--- src/rtl/alu_pkg.sv ---
// alu_pkg: shared definitions for the alu_stream slice.
//   - opcode encodings (OP_INCR .. OP_PASSB)
//   - FSM state encoding (ST_IDLE, ST_MUL)
//   - bit positions of Z/C/N inside the packed flag vector
package alu_pkg;

  localparam int OP_W = 4;

  localparam logic [OP_W-1:0] OP_INCR  = 4'b0000;
  localparam logic [OP_W-1:0] OP_ADD   = 4'b0001;
  localparam logic [OP_W-1:0] OP_SUB   = 4'b0010;
  localparam logic [OP_W-1:0] OP_AND   = 4'b0011;
  localparam logic [OP_W-1:0] OP_OR    = 4'b0100;
  localparam logic [OP_W-1:0] OP_XOR   = 4'b0101;
  localparam logic [OP_W-1:0] OP_SHL   = 4'b0110;
  localparam logic [OP_W-1:0] OP_SHR   = 4'b0111;
  localparam logic [OP_W-1:0] OP_MUL   = 4'b1000;
  localparam logic [OP_W-1:0] OP_PASSB = 4'b1001;

  typedef enum logic {
    ST_IDLE = 1'b0,
    ST_MUL  = 1'b1
  } state_e;

  localparam int FLAG_Z = 0;
  localparam int FLAG_C = 1;
  localparam int FLAG_N = 2;
  localparam int FLAG_W = 3;

endpackage

--- src/rtl/alu_stream_if.sv ---
// alu_stream_if: request/response bundle between the control unit and alu_stream.
//   Request : in_valid, in_ready, alu_op, a_in, b_in
//   Response: out_valid, out_ready, alu_out, z_flag, c_flag, n_flag
//   Status  : busy (multiplier running)
// modport master: the requester (control unit / bench).
// modport slave : the ALU.
interface alu_stream_if #(
  parameter int DATA_W = 19
);
  import alu_pkg::*;

  logic              in_valid;
  logic              in_ready;
  logic [OP_W-1:0]   alu_op;
  logic [DATA_W-1:0] a_in;
  logic [DATA_W-1:0] b_in;
  logic              out_valid;
  logic              out_ready;
  logic [DATA_W-1:0] alu_out;
  logic              z_flag;
  logic              c_flag;
  logic              n_flag;
  logic              busy;

  modport master (
    output in_valid, alu_op, a_in, b_in, out_ready,
    input  in_ready, out_valid, alu_out, z_flag, c_flag, n_flag, busy
  );

  modport slave (
    input  in_valid, alu_op, a_in, b_in, out_ready,
    output in_ready, out_valid, alu_out, z_flag, c_flag, n_flag, busy
  );

endinterface

--- src/rtl/alu_mul_iter.sv ---
// alu_mul_iter: iterative unsigned shift-add multiplier, one partial product per cycle.
//   clk, RST : clock, asynchronous active-high reset (aborts a running product)
//   start    : load a/b and begin; takes effect on the clock edge
//   a, b     : operands, sampled only when start is high
//   done     : high during the cycle whose edge applies the final step
//   prod_lo  : low DATA_W bits of the product, valid while done is high
//   ovf      : any of the high DATA_W product bits nonzero, valid while done is high
module alu_mul_iter #(
  parameter int DATA_W = 19,
  parameter int CNT_W  = 5
) (
  input  logic              clk,
  input  logic              RST,
  input  logic              start,
  input  logic [DATA_W-1:0] a,
  input  logic [DATA_W-1:0] b,
  output logic              done,
  output logic [DATA_W-1:0] prod_lo,
  output logic              ovf
);

  logic                run_q, run_d;
  logic [CNT_W-1:0]    cnt_q, cnt_d;
  logic [2*DATA_W-1:0] acc_q, acc_d;
  logic [2*DATA_W-1:0] mcand_q, mcand_d;
  logic [DATA_W-1:0]   mplier_q, mplier_d;

  logic [2*DATA_W-1:0] acc_step;
  logic                last_step;

  // The product including the current step is exposed combinationally so the
  // parent can capture it on the same edge that retires the last step.
  assign acc_step  = acc_q + (mplier_q[0] ? mcand_q : '0);
  assign last_step = run_q && (cnt_q == CNT_W'(DATA_W - 1));

  assign done    = last_step;
  assign prod_lo = acc_step[DATA_W-1:0];
  assign ovf     = |acc_step[2*DATA_W-1:DATA_W];

  always_comb begin
    run_d    = run_q;
    cnt_d    = cnt_q;
    acc_d    = acc_q;
    mcand_d  = mcand_q;
    mplier_d = mplier_q;
    if (start) begin
      run_d    = 1'b1;
      cnt_d    = '0;
      acc_d    = '0;
      mcand_d  = {{DATA_W{1'b0}}, a};
      mplier_d = b;
    end else if (run_q) begin
      acc_d    = acc_step;
      mcand_d  = mcand_q << 1;
      mplier_d = mplier_q >> 1;
      cnt_d    = cnt_q + 1'b1;
      if (last_step) begin
        run_d = 1'b0;
      end
    end
  end

  always_ff @(posedge clk or posedge RST) begin
    if (RST) begin
      run_q    <= 1'b0;
      cnt_q    <= '0;
      acc_q    <= '0;
      mcand_q  <= '0;
      mplier_q <= '0;
    end else begin
      run_q    <= run_d;
      cnt_q    <= cnt_d;
      acc_q    <= acc_d;
      mcand_q  <= mcand_d;
      mplier_q <= mplier_d;
    end
  end

endmodule

--- src/rtl/alu_stream.sv ---
// alu_stream: registered streaming ALU with Z/C/N flags and a multi-cycle multiplier.
//   clk  : clock, rising edge
//   RST  : asynchronous active-high reset
//   bus  : alu_stream_if.slave -- request handshake (in_valid/in_ready, alu_op,
//          a_in, b_in), response handshake (out_valid/out_ready, alu_out, flags), busy
// Single-cycle ops produce their result on the accepting edge; MUL runs DATA_W
// steps in alu_mul_iter and writes its result on the edge of the last step.
// Build option: define ALU_SAT_EN to make INCR/ADD saturate to all-ones on carry
// and SUB saturate to zero on borrow (C still reports the overflow).
module alu_stream
  import alu_pkg::*;
#(
  parameter int DATA_W  = 19,
  parameter int SHAMT_W = 5,
  parameter int CNT_W   = 5
) (
  input  logic        clk,
  input  logic        RST,
  alu_stream_if.slave bus
);

  state_e            state_q, state_d;
  logic [DATA_W-1:0] alu_out_q, alu_out_d;
  logic [FLAG_W-1:0] flags_q, flags_d;
  logic              out_valid_q, out_valid_d;
  logic              busy_q, busy_d;

  logic              accept;
  logic              mul_start;
  logic              mul_done;
  logic [DATA_W-1:0] mul_prod;
  logic              mul_ovf;

  logic [DATA_W-1:0] res;
  logic              res_c;
  logic [DATA_W:0]   inc_w;
  logic [DATA_W:0]   sum_w;
  logic [DATA_W:0]   dif_w;
  logic [31:0]       shamt;
  logic              shift_oob;

  function automatic logic [FLAG_W-1:0] mk_flags(input logic [DATA_W-1:0] r, input logic c);
    logic [FLAG_W-1:0] f;
    f         = '0;
    f[FLAG_Z] = (r == '0);
    f[FLAG_C] = c;
    f[FLAG_N] = r[DATA_W-1];
    return f;
  endfunction

  assign bus.in_ready = (state_q == ST_IDLE) && (!out_valid_q || bus.out_ready);
  assign accept       = bus.in_valid && bus.in_ready;

  // Extra top bit on each arithmetic result carries the carry / borrow.
  assign inc_w     = {1'b0, bus.a_in} + {{DATA_W{1'b0}}, 1'b1};
  assign sum_w     = {1'b0, bus.a_in} + {1'b0, bus.b_in};
  assign dif_w     = {1'b0, bus.a_in} - {1'b0, bus.b_in};
  assign shamt     = 32'(bus.b_in[SHAMT_W-1:0]);
  assign shift_oob = (shamt >= 32'(DATA_W));

  // Single-cycle datapath.
  always_comb begin
    res   = '0;
    res_c = 1'b0;
    case (bus.alu_op)
      OP_INCR: begin
        res_c = inc_w[DATA_W];
`ifdef ALU_SAT_EN
        res = inc_w[DATA_W] ? '1 : inc_w[DATA_W-1:0];
`else
        res = inc_w[DATA_W-1:0];
`endif
      end
      OP_ADD: begin
        res_c = sum_w[DATA_W];
`ifdef ALU_SAT_EN
        res = sum_w[DATA_W] ? '1 : sum_w[DATA_W-1:0];
`else
        res = sum_w[DATA_W-1:0];
`endif
      end
      OP_SUB: begin
        res_c = dif_w[DATA_W];
`ifdef ALU_SAT_EN
        res = dif_w[DATA_W] ? '0 : dif_w[DATA_W-1:0];
`else
        res = dif_w[DATA_W-1:0];
`endif
      end
      OP_AND:   res = bus.a_in & bus.b_in;
      OP_OR:    res = bus.a_in | bus.b_in;
      OP_XOR:   res = bus.a_in ^ bus.b_in;
      OP_SHL:   res = shift_oob ? '0 : (bus.a_in << shamt);
      OP_SHR:   res = shift_oob ? '0 : (bus.a_in >> shamt);
      OP_PASSB: res = bus.b_in;
      default:  ;
    endcase
  end

  alu_mul_iter #(
    .DATA_W (DATA_W),
    .CNT_W  (CNT_W)
  ) u_mul (
    .clk     (clk),
    .RST     (RST),
    .start   (mul_start),
    .a       (bus.a_in),
    .b       (bus.b_in),
    .done    (mul_done),
    .prod_lo (mul_prod),
    .ovf     (mul_ovf)
  );

  always_comb begin
    state_d     = state_q;
    alu_out_d   = alu_out_q;
    flags_d     = flags_q;
    // A consumed result drops out_valid unless a new result lands on this edge.
    out_valid_d = out_valid_q && !bus.out_ready;
    busy_d      = busy_q;
    mul_start   = 1'b0;
    case (state_q)
      ST_IDLE: begin
        if (accept) begin
          if (bus.alu_op == OP_MUL) begin
            state_d   = ST_MUL;
            busy_d    = 1'b1;
            mul_start = 1'b1;
          end else begin
            alu_out_d   = res;
            flags_d     = mk_flags(res, res_c);
            out_valid_d = 1'b1;
          end
        end
      end
      ST_MUL: begin
        if (mul_done) begin
          alu_out_d   = mul_prod;
          flags_d     = mk_flags(mul_prod, mul_ovf);
          out_valid_d = 1'b1;
          busy_d      = 1'b0;
          state_d     = ST_IDLE;
        end
      end
      default: state_d = ST_IDLE;
    endcase
  end

  always_ff @(posedge clk or posedge RST) begin
    if (RST) begin
      state_q     <= ST_IDLE;
      alu_out_q   <= '0;
      flags_q     <= '0;
      out_valid_q <= 1'b0;
      busy_q      <= 1'b0;
    end else begin
      state_q     <= state_d;
      alu_out_q   <= alu_out_d;
      flags_q     <= flags_d;
      out_valid_q <= out_valid_d;
      busy_q      <= busy_d;
    end
  end

  assign bus.alu_out   = alu_out_q;
  assign bus.z_flag    = flags_q[FLAG_Z];
  assign bus.c_flag    = flags_q[FLAG_C];
  assign bus.n_flag    = flags_q[FLAG_N];
  assign bus.out_valid = out_valid_q;
  assign bus.busy      = busy_q;

endmodule

--- src/flat_wrapper.sv ---
// flat-port wrapper written by rule: the top's interface ports become plain ports
module alu_stream_flat import alu_pkg::*;
#(
  parameter int DATA_W  = 19,
  parameter int SHAMT_W = 5,
  parameter int CNT_W   = 5
)
  (clk, RST, bus_in_valid, bus_alu_op, bus_a_in, bus_b_in, bus_out_ready, bus_in_ready, bus_out_valid, bus_alu_out, bus_z_flag, bus_c_flag, bus_n_flag, bus_busy);
  alu_stream_if #(.DATA_W(DATA_W)) bus_i ();
  input  logic clk;
  input  logic RST;
  input wire logic [$bits(bus_i.in_valid)-1:0] bus_in_valid;
  input wire logic [$bits(bus_i.alu_op)-1:0] bus_alu_op;
  input wire logic [$bits(bus_i.a_in)-1:0] bus_a_in;
  input wire logic [$bits(bus_i.b_in)-1:0] bus_b_in;
  input wire logic [$bits(bus_i.out_ready)-1:0] bus_out_ready;
  output wire logic [$bits(bus_i.in_ready)-1:0] bus_in_ready;
  output wire logic [$bits(bus_i.out_valid)-1:0] bus_out_valid;
  output wire logic [$bits(bus_i.alu_out)-1:0] bus_alu_out;
  output wire logic [$bits(bus_i.z_flag)-1:0] bus_z_flag;
  output wire logic [$bits(bus_i.c_flag)-1:0] bus_c_flag;
  output wire logic [$bits(bus_i.n_flag)-1:0] bus_n_flag;
  output wire logic [$bits(bus_i.busy)-1:0] bus_busy;
  assign bus_i.in_valid = bus_in_valid;
  assign bus_i.alu_op = bus_alu_op;
  assign bus_i.a_in = bus_a_in;
  assign bus_i.b_in = bus_b_in;
  assign bus_i.out_ready = bus_out_ready;
  assign bus_in_ready = bus_i.in_ready;
  assign bus_out_valid = bus_i.out_valid;
  assign bus_alu_out = bus_i.alu_out;
  assign bus_z_flag = bus_i.z_flag;
  assign bus_c_flag = bus_i.c_flag;
  assign bus_n_flag = bus_i.n_flag;
  assign bus_busy = bus_i.busy;
  alu_stream #(.DATA_W(DATA_W), .SHAMT_W(SHAMT_W), .CNT_W(CNT_W)) u_core (.clk(clk), .RST(RST), .bus(bus_i));
endmodule
--- config.mk ---
export PLATFORM = sky130hd
export DESIGN_NAME = alu_stream_flat
export DESIGN_NICKNAME = d
export VERILOG_FILES = /design/src/rtl/alu_pkg.sv /design/src/rtl/alu_stream_if.sv /design/src/rtl/alu_mul_iter.sv /design/src/rtl/alu_stream.sv /design/src/flat_wrapper.sv
export SDC_FILE = /design/constraint.sdc
export NUM_CORES = 1
export LEC_CHECK = 0
export ABC_CLOCK_PERIOD_IN_PS = 5100
export BUFFER_PORTS_ARGS = -buffer_cell sky130_fd_sc_hd__clkbuf_2
export CORE_AREA = 8 8 198 295
export DETAILED_ROUTE_END_ITERATION = 10
export DIE_AREA = 0 0 206 303
export PLACE_DENSITY_LB_ADDON = 0.1
export SLEW_MARGIN = 20
export SYNTH_ARGS = -nofsm -noshare
export SYNTH_HDL_FRONTEND = slang
export SYNTH_HIERARCHICAL = 1
export SYNTH_SLANG_ARGS = --single-unit
--- constraint.sdc ---
create_clock -name clk -period 5.1 [get_ports clk]
set_input_delay 0.51 -clock clk [delete_from_list [all_inputs] [get_ports clk]]
set_output_delay 0.51 -clock clk [all_outputs]
set_load 0.02 [all_outputs]
==> metrics.md, run 1 <==
| Metric | Value |
|---|---|
| Status | complete, no violations |
| Port bufs | 70 |
| CP max-delay cell | a2bb2oi_1 |
| CP max FO | 35 |
| Peak VDD IR | 0.374 mV |
| Min Tclk post-route | 4.46 ns |
| GRT Resource Usage Total | 18.7% |
| Final core occ | 27.8% |
| Clk slew on worst S/H paths | 0.06 ns |
| Clk pwr share | 15.4% |
| Drt pass-1 iters | 7 |
| Cell count of the worst reg-to-reg path | 16 |
| Antenna Nets Post-Route | 0 |
| Antenna violations before repair | 0 |
| Slew @ Worst Pin | 1.02 ns |
| Skew-Pair Late Insertion Delay | 0.45 ns |
| Initial Utilization | 24.7% |
| H-tree depth | 4 |
| Die X | 206 µm |
| Post-synthesis instance total | 1645 |
| Syn_area_per_cell | 8.14 µm² |
| Synthesized area | 13400 µm² |
| Post-synth top flop | dfrtp_1 |
| CP Class | flop to flop |
| Max Cap Viol | 0 |
| Slew Viols, Final | 0 |
| Die footprint | 62400 µm² |
| Number of global-route vias before repair | 13.2k |
| Async SR Flop Fraction | 100% |
| Critical Path AT | 4.83 ns |
| Avg WL per Cell | 24.8 µm |
| Pin count of the biggest net entering global routing | 85 |
| Filler instances | 6017 |
| Rel. slew slack | 31.2% |
| Synth warn | 6 |
| RSZ-0062 raised after global routing | false |
| Cell Int Power | 3800 µW |
| Core ar. | 54100 µm² |
| Global-route wire length before repair | 87.4 mm |
| Worst Setup End Kind | flop |
| DRT iter0 DRCs | 743 |
| Drt via density | 5.43 |
| CP Cell Sequence | buf_4, and2_1, ha_1, a2111o_1, a21oi_1, a2bb2oi_1, o21ai_0, a31o_2, a21oi_1, xnor2_1, and4b_1, nand3_1, nand2_1, o211ai_1, o21ai_0, a31oi_1 |
| Final setup viols | 0 |
| Layout area overhead | 12.2% |
| Slowest stage delay, CP | 0.57 ns |
| Placer Congestion | 0.934 |
| Num CTS Buffers | 17 |
| Final hold violation count | 0 |
| Reg2reg end | u_core/flags_q[1]$_DFFE_PP0P_ |
| Leak Pwr | 0.00579 µW |
| Boundary Pins | 71 |
| Pwr dens | 516 nW/µm² |
| Sw Share | 51.0% |
| Crit path buf inv count | 1 |
| DPL Wire Length | 46.4 mm |
| Post-Place Setup Slack | 0.624 ns |
| Setup Fix Bufs, Post-CTS | 0 |
| Hold WS | 0.334 ns |
| Clock Tree Buf Depth | 2 |
| Critical Path Source Type | flop |
| FP Rows | 105 |
| CTS tree | yes |
| Synth Net Count | 1797 |
| Reg2reg start | u_core/u_mul/mplier_q[0]$_DFFE_PP0P_ |
| Layout cells sized above 1 | 12.2% |
| Worst hold path endpoint | u_core/bus.out_valid$_DFF_PP0_ |
| Post-route DRC | 0 |
| Final nets | 1820 |
| Grt total ovfl | 0 |
| NetSw | 3960 µW |
| Final worst slack | 0.636 ns |
| Chip Height | 303 µm |
| Worst Hold Launch | bus_out_ready |
| Count of cell types in the netlist | 95 |
| Hold/Removal Path Class | primary input to flop |
| Highest clock rate | 224 MHz |
| Period utilization | 87.5% |
| Reg2Reg Setup Slack | 0.64 ns |
| Final wirelength | 58.9 mm |
| Part of the Yosys area used for sequential elements | 23.4% |
| Clk_skew | 0.0116 ns |
| Clock Tree Root | clkbuf_16 |
| WP data required | 5.46 ns |
| #FFs+latches synth | 125 |
| Setup TNS | 0 ns |
| Vias post-DR | 12.9k |
| Sequential share of power | 20.6% |
| Clk sinks | 125 |
| Depth of the worst hold-timing path | 3 |
| Gate power share | 63.9% |
| CP delay by family, top | compound AO/OA/AOI/OAI gates |
| Post-synth EDFFs | 0 |
==> synth_stat cells (all sizes together), types with 14 or more instances <==
| cell | n | area share (%) |
|---|---|---|
| nor4 | 22 | 1.2 |
| mux4 | 20 | 3.4 |
| ha | 103 | 9.6 |
| mux2i | 125 | 9.3 |
| clkbuf | 60 | 1.7 |
| xnor2 | 39 | 2.5 |
| inv | 71 | 2.0 |
| o21ai | 106 | 4.0 |
| xor2 | 21 | 1.4 |
| and2 | 47 | 2.2 |
| o211ai | 20 | 1.1 |
| buf | 44 | 2.0 |
| nor3 | 31 | 1.2 |
| a21oi | 105 | 4.0 |
| nand3 | 43 | 1.6 |
| nor2 | 181 | 5.1 |
| nand2 | 150 | 4.2 |
| a21o | 30 | 1.7 |
| dfrtp | 125 | 23 |
| a211oi | 16 | 0.93 |
| nor2b | 17 | 0.79 |
| nand2b | 16 | 0.75 |
| nand4 | 14 | 0.65 |
| a221oi | 15 | 0.98 |
==> tightest hold or removal path, cell delays in order <==
cell	delay, ns
clkbuf_2	0.08
inv_1	0.06
a21o_1	0.10
==> through the flow <==
stage	cells	power (µW)	cell area [µm²]
detailed placement	2343	6600	14400
global placement	2343	6650	14400
CTS	2376	7850	15000
floorplan	1645	4910	13400
finish	2377	7760	15000
global route	2376	8340	15000
==> worst max path at each step <==
stage / cells past startpoint / slack, ns / from / endpoint
2_1_floorplan: 16 / 1.10 / u_core/u_mul/mplier_q[0]$_DFFE_PP0P_ / u_core/flags_q[1]$_DFFE_PP0P_
3_3_place_gp: 16 / 0.65 / u_core/u_mul/mplier_q[0]$_DFFE_PP0P_ / u_core/flags_q[1]$_DFFE_PP0P_
3_5_place_dp: 16 / 0.62 / u_core/u_mul/mplier_q[0]$_DFFE_PP0P_ / u_core/flags_q[1]$_DFFE_PP0P_
4_1_cts: 16 / 0.61 / u_core/u_mul/mplier_q[0]$_DFFE_PP0P_ / u_core/flags_q[1]$_DFFE_PP0P_
5_1_grt: 16 / 0.30 / u_core/u_mul/mplier_q[0]$_DFFE_PP0P_ / u_core/flags_q[1]$_DFFE_PP0P_
6_report: 16 / 0.64 / u_core/u_mul/mplier_q[0]$_DFFE_PP0P_ / u_core/flags_q[1]$_DFFE_PP0P_
==> repair_timing <==
| action | CTS | global route |
|---|---|---|
| resized for setup | 0 | 0 |
| hold buffers | 1 | 0 |
| hold endpoints to repair | 13 | 0 |
==> power by group through the flow <==
| stage | clock [µW] | sequential, µW | combinational, µW |
|---|---|---|---|
| floorplan | 0 | 1600 | 3300 |
| global placement | 0 | 1630 | 5020 |
| detailed placement | 0 | 1620 | 4980 |
| CTS | 1240 | 1610 | 5000 |
| global route | 1280 | 1650 | 5410 |
| finish | 1200 | 1600 | 4960 |
==> layout by cell type (no fill, tap or decap), drive strengths merged, types with 7 or more instances in the layout <==
cell	netlist	layout
nor2	181	181
nand2	150	150
mux2i	125	125
dfrtp	125	125
o21ai	106	106
a21oi	105	105
ha	103	103
clkbuf	60	89
inv	71	76
and2	47	47
nand3	43	43
xnor2	39	39
buf	44	37
nor3	31	31
a21o	30	30
nor4	22	22
xor2	21	21
o211ai	20	20
mux4	20	20
nor2b	17	17
nand2b	16	16
a211oi	16	16
a221oi	15	15
nand4	14	14
a22oi	13	13
a31oi	13	13
o221ai	11	11
o21bai	11	11
and3	11	11
mux2	10	10
a22o	10	10
o31ai	9	9
or3	9	9
a221o	8	8
o21a	8	8
o2111ai	7	7
o22ai	7	7
a211o	7	7
clkinv	1	7
==> sequential cells by signal, indices dropped and copies added (netlist names) <==
name and count:
u_core/u_mul/mcand_q 38, u_core/bus.busy 1, u_core/bus.alu_out 19, u_core/u_mul/acc_q 38, u_core/u_mul/mplier_q 19, u_core/u_mul/run_q 1, u_core/u_mul/cnt_q 5, u_core/state_q 1
u_core/flags_q 2, u_core/bus.out_valid 1
==> metal layers <==
metal	GRT usage, %	vias up	wire, µm
met5	0	-	0
met1	19.7	6357	22200
met3	1.63	115	1600
li1	-	6065	-
met2	36.0	375	32000
met4	9.79	0	3180
==> cell type report <==
type	instances	area [µm²]	share of cell area, %
multi-input cells	1344	9540	63.5
well taps	695	870	5.79
flip-flops and latches	125	3130	20.8
repair buffers	108	651	4.33
inverters	72	273	1.82
clock inverters	13	133	0.883
diodes	1	2.50	0.0167
clock buffers	19	433	2.88
==> logic make-up (layout without fill, tap and decap cells) <==
kind of cell    count (synthesis)  after routing  synth area share, %
other cells                     0              1                    0
fa+ha+maj                     106            106                 10.1
mux                           155            155                 13.6
compound gates                448            448                 22.7
flops                         125            125                 23.4
simple gates                  575            575                 20.7
buf+inv                       176            212                 5.69
xor+xnor                       60             60                 3.92
Note: power is estimated with default switching activity, not from simulation.
==> run 2, diff against run 1 <==
--- a/config.mk
+++ b/config.mk
@@ -5,13 +5,12 @@
 export SDC_FILE = /design/constraint.sdc
 export NUM_CORES = 1
 export LEC_CHECK = 0
-export ABC_CLOCK_PERIOD_IN_PS = 5100
+export ABC_CLOCK_PERIOD_IN_PS = 5300
 export BUFFER_PORTS_ARGS = -buffer_cell sky130_fd_sc_hd__clkbuf_2
 export CORE_AREA = 8 8 198 295
 export DETAILED_ROUTE_END_ITERATION = 10
 export DIE_AREA = 0 0 206 303
 export PLACE_DENSITY_LB_ADDON = 0.1
-export SLEW_MARGIN = 20
 export SYNTH_ARGS = -nofsm -noshare
 export SYNTH_HDL_FRONTEND = slang
 export SYNTH_HIERARCHICAL = 1
==> constraint.sdc (replaced) <==
create_clock -name clk -period 5.3 [get_ports clk]
set_input_delay 0.53 -clock clk [delete_from_list [all_inputs] [get_ports clk]]
set_output_delay 0.53 -clock clk [all_outputs]
set_load 0.02 [all_outputs]
==> run 2 against run 1 <==
Net effect:
- critical endpoint unchanged
- clock power about the same
- routed wire length increased by 0.97%
- worst setup slack improved by 0.12 ns
- non-clock buffer count decreased by 4
- flip-flop and latch count unchanged
- worst hold slack got worse by 0.10 ns
- critical path type unchanged
- clock skew about the same
- global-route usage increased by 0.18 points
==> metrics.md, run 2 (synthesized netlist as in run 1, its figures left out) <==
| Metric | Value |
|---|---|
| Status | complete, no violations |
| Final wirelength | 59.5 mm |
| Drt via density | 5.38 |
| Critical Path AT | 4.85 ns |
| Reg2reg start | u_core/u_mul/mplier_q[0]$_DFFE_PP0P_ |
| DPL Wire Length | 47.2 mm |
| CP Class | flop to flop |
| Vias post-DR | 12.8k |
| Clk slew on worst S/H paths | 0.06 ns |
| CTS tree | yes |
| Grt total ovfl | 0 |
| Port bufs | 70 |
| Number of global-route vias before repair | 13.2k |
| Inst Count DP | 2340 |
| Num CTS Buffers | 17 |
| Slew @ Worst Pin | 1.04 ns |
| Min Tclk post-route | 4.54 ns |
| Final hold violation count | 0 |
| Boundary Pins | 71 |
| Highest clock rate | 220 MHz |
| Sw Share | 50.3% |
| Die X | 206 µm |
| GRT Resource Usage Total | 18.9% |
| Global-route wire length before repair | 87.9 mm |
| Hold/Removal Path Class | primary input to asynchronous set/reset pin |
| CP max FO | 26 |
| RSZ-0062 raised after global routing | false |
| Layout cells sized above 1 | 12.0% |
| Hold WS | 0.230 ns |
| Reg2Reg Setup Slack | 0.76 ns |
| Peak VDD IR | 0.270 mV |
| Pwr dens | 498 nW/µm² |
| Skew-Pair Late Insertion Delay | 0.43 ns |
| Antenna violations before repair | 0 |
| Clock Tree Root | clkbuf_16 |
| Slew Viols, Final | 0 |
| WP data required | 5.61 ns |
| Core ar. | 54100 µm² |
| Reg2reg end | u_core/flags_q[1]$_DFFE_PP0P_ |
| Post-Place Setup Slack | 0.767 ns |
| Final setup viols | 0 |
| Clock Tree Buf Depth | 2 |
| Avg WL per Cell | 25.1 µm |
| Initial Utilization | 24.7% |
| Sequential share of power | 20.6% |
| Post-route DRC | 0 |
| Clk_skew | 0.0120 ns |
| Drt pass-1 iters | 5 |
| Cell Int Power | 3720 µW |
| Die footprint | 62400 µm² |
| Number of diodes | 0 |
| DRT iter0 DRCs | 855 |
| Critical Path Source Type | flop |
| Chip Height | 303 µm |
| FP Rows | 105 |
| Period utilization | 85.7% |
| Gate power share | 63.1% |
| Cell Count, Final, Fillers Out | 2372 |
| Worst Setup End Kind | flop |
| Clk sinks | 125 |
| PostCTS Resize Cnt | 0 |
| Antenna Nets Post-Route | 0 |
| Layout area overhead | 12.2% |
| Pwr Total | 7480 µW |
| Setup Fix Bufs, Post-CTS | 0 |
| H-tree depth | 4 |
| Max Cap Viol | 0 |
| Leak Pwr | 0.00578 µW |
| Placer Congestion | 0.935 |
| Final nets | 1816 |
| Most frequent cells in the layout | nor2_1, nand2_1, mux2i_1 |
| Biggest regs | u_core/u_mul/acc_q: 38 flops, u_core/u_mul/mcand_q: 38 flops |
| Pin count of the biggest net entering global routing | 112 |
| Cell count of the worst reg-to-reg path | 15 |
| Most common cell after layout, fill and taps aside | nor2_1 |
| Rel. slew slack | 30.7% |
| Final worst slack | 0.756 ns |
| Post-CTS Hold Buffers | 0 |
| Setup TNS | 0 ns |
| Clk pwr share | 16.3% |
| NetSw | 3760 µW |
run 2: through the flow:
step	util, %	instance area [µm²]
global placement	26.6	14400
CTS	27.8	15000
finish	27.8	15000
global route	27.8	15000
detailed placement	26.6	14400
floorplan	-	13400
run 2: area by class of cell:
| cell class | count | area (µm²) |
|---|---|---|
| tap | 695 | 870 |
| timing repair buffer | 104 | 618 |
| multi-input combinational | 1344 | 9530 |
| sequential | 125 | 3130 |
| inverter | 72 | 273 |
| clock buffer | 19 | 433 |
| clock inverter | 13 | 168 |
| fill | 5952 | 39100 |
run 2: routing by layer:
metal / global-route usage, % / share of wire, % / wire length (µm)
met1: 19.7 / 37 / 21900
met2: 36.4 / 55 / 32700
met3: 1.98 / 2.9 / 1740
met4: 9.82 / 5.2 / 3110
met5: 0 / 0 / 0
run 2: power by group through the flow:
stage / Sequential [µW] / Clock (µW) / Combinational [µW]
global route: 1590 / 1290 / 5190
detailed placement: 1570 / 0 / 4770
CTS: 1560 / 1260 / 4790
floorplan: 1540 / 0 / 3180
global placement: 1570 / 0 / 4810
finish: 1540 / 1220 / 4720
run 2: how the worst max path moves through the flow:
stage / from / endpoint
CTS: u_core/u_mul/mplier_q[0]$_DFFE_PP0P_ / u_core/flags_q[1]$_DFFE_PP0P_
global route: u_core/u_mul/mplier_q[0]$_DFFE_PP0P_ / u_core/flags_q[1]$_DFFE_PP0P_
finish: u_core/u_mul/mplier_q[0]$_DFFE_PP0P_ / u_core/flags_q[1]$_DFFE_PP0P_
global placement: u_core/u_mul/mplier_q[0]$_DFFE_PP0P_ / u_core/flags_q[1]$_DFFE_PP0P_
detailed placement: u_core/u_mul/mplier_q[0]$_DFFE_PP0P_ / u_core/flags_q[1]$_DFFE_PP0P_
floorplan: u_core/u_mul/mplier_q[0]$_DFFE_PP0P_ / u_core/flags_q[1]$_DFFE_PP0P_
run 2: critical path: stages, from the launching register on:
cell and delay, ns:
dfrtp_1 0.58, buf_4 0.34, and2_1 0.17, ha_1 0.27, a21o_1 0.19, a211o_1 0.32
a2111o_1 0.45, a31oi_4 0.28, mux2_2 0.36, a2111oi_0 0.42, o211a_1 0.22, and4b_1 0.23
nand3_1 0.17, nand2_1 0.15, o311a_1 0.18, a31oi_1 0.08
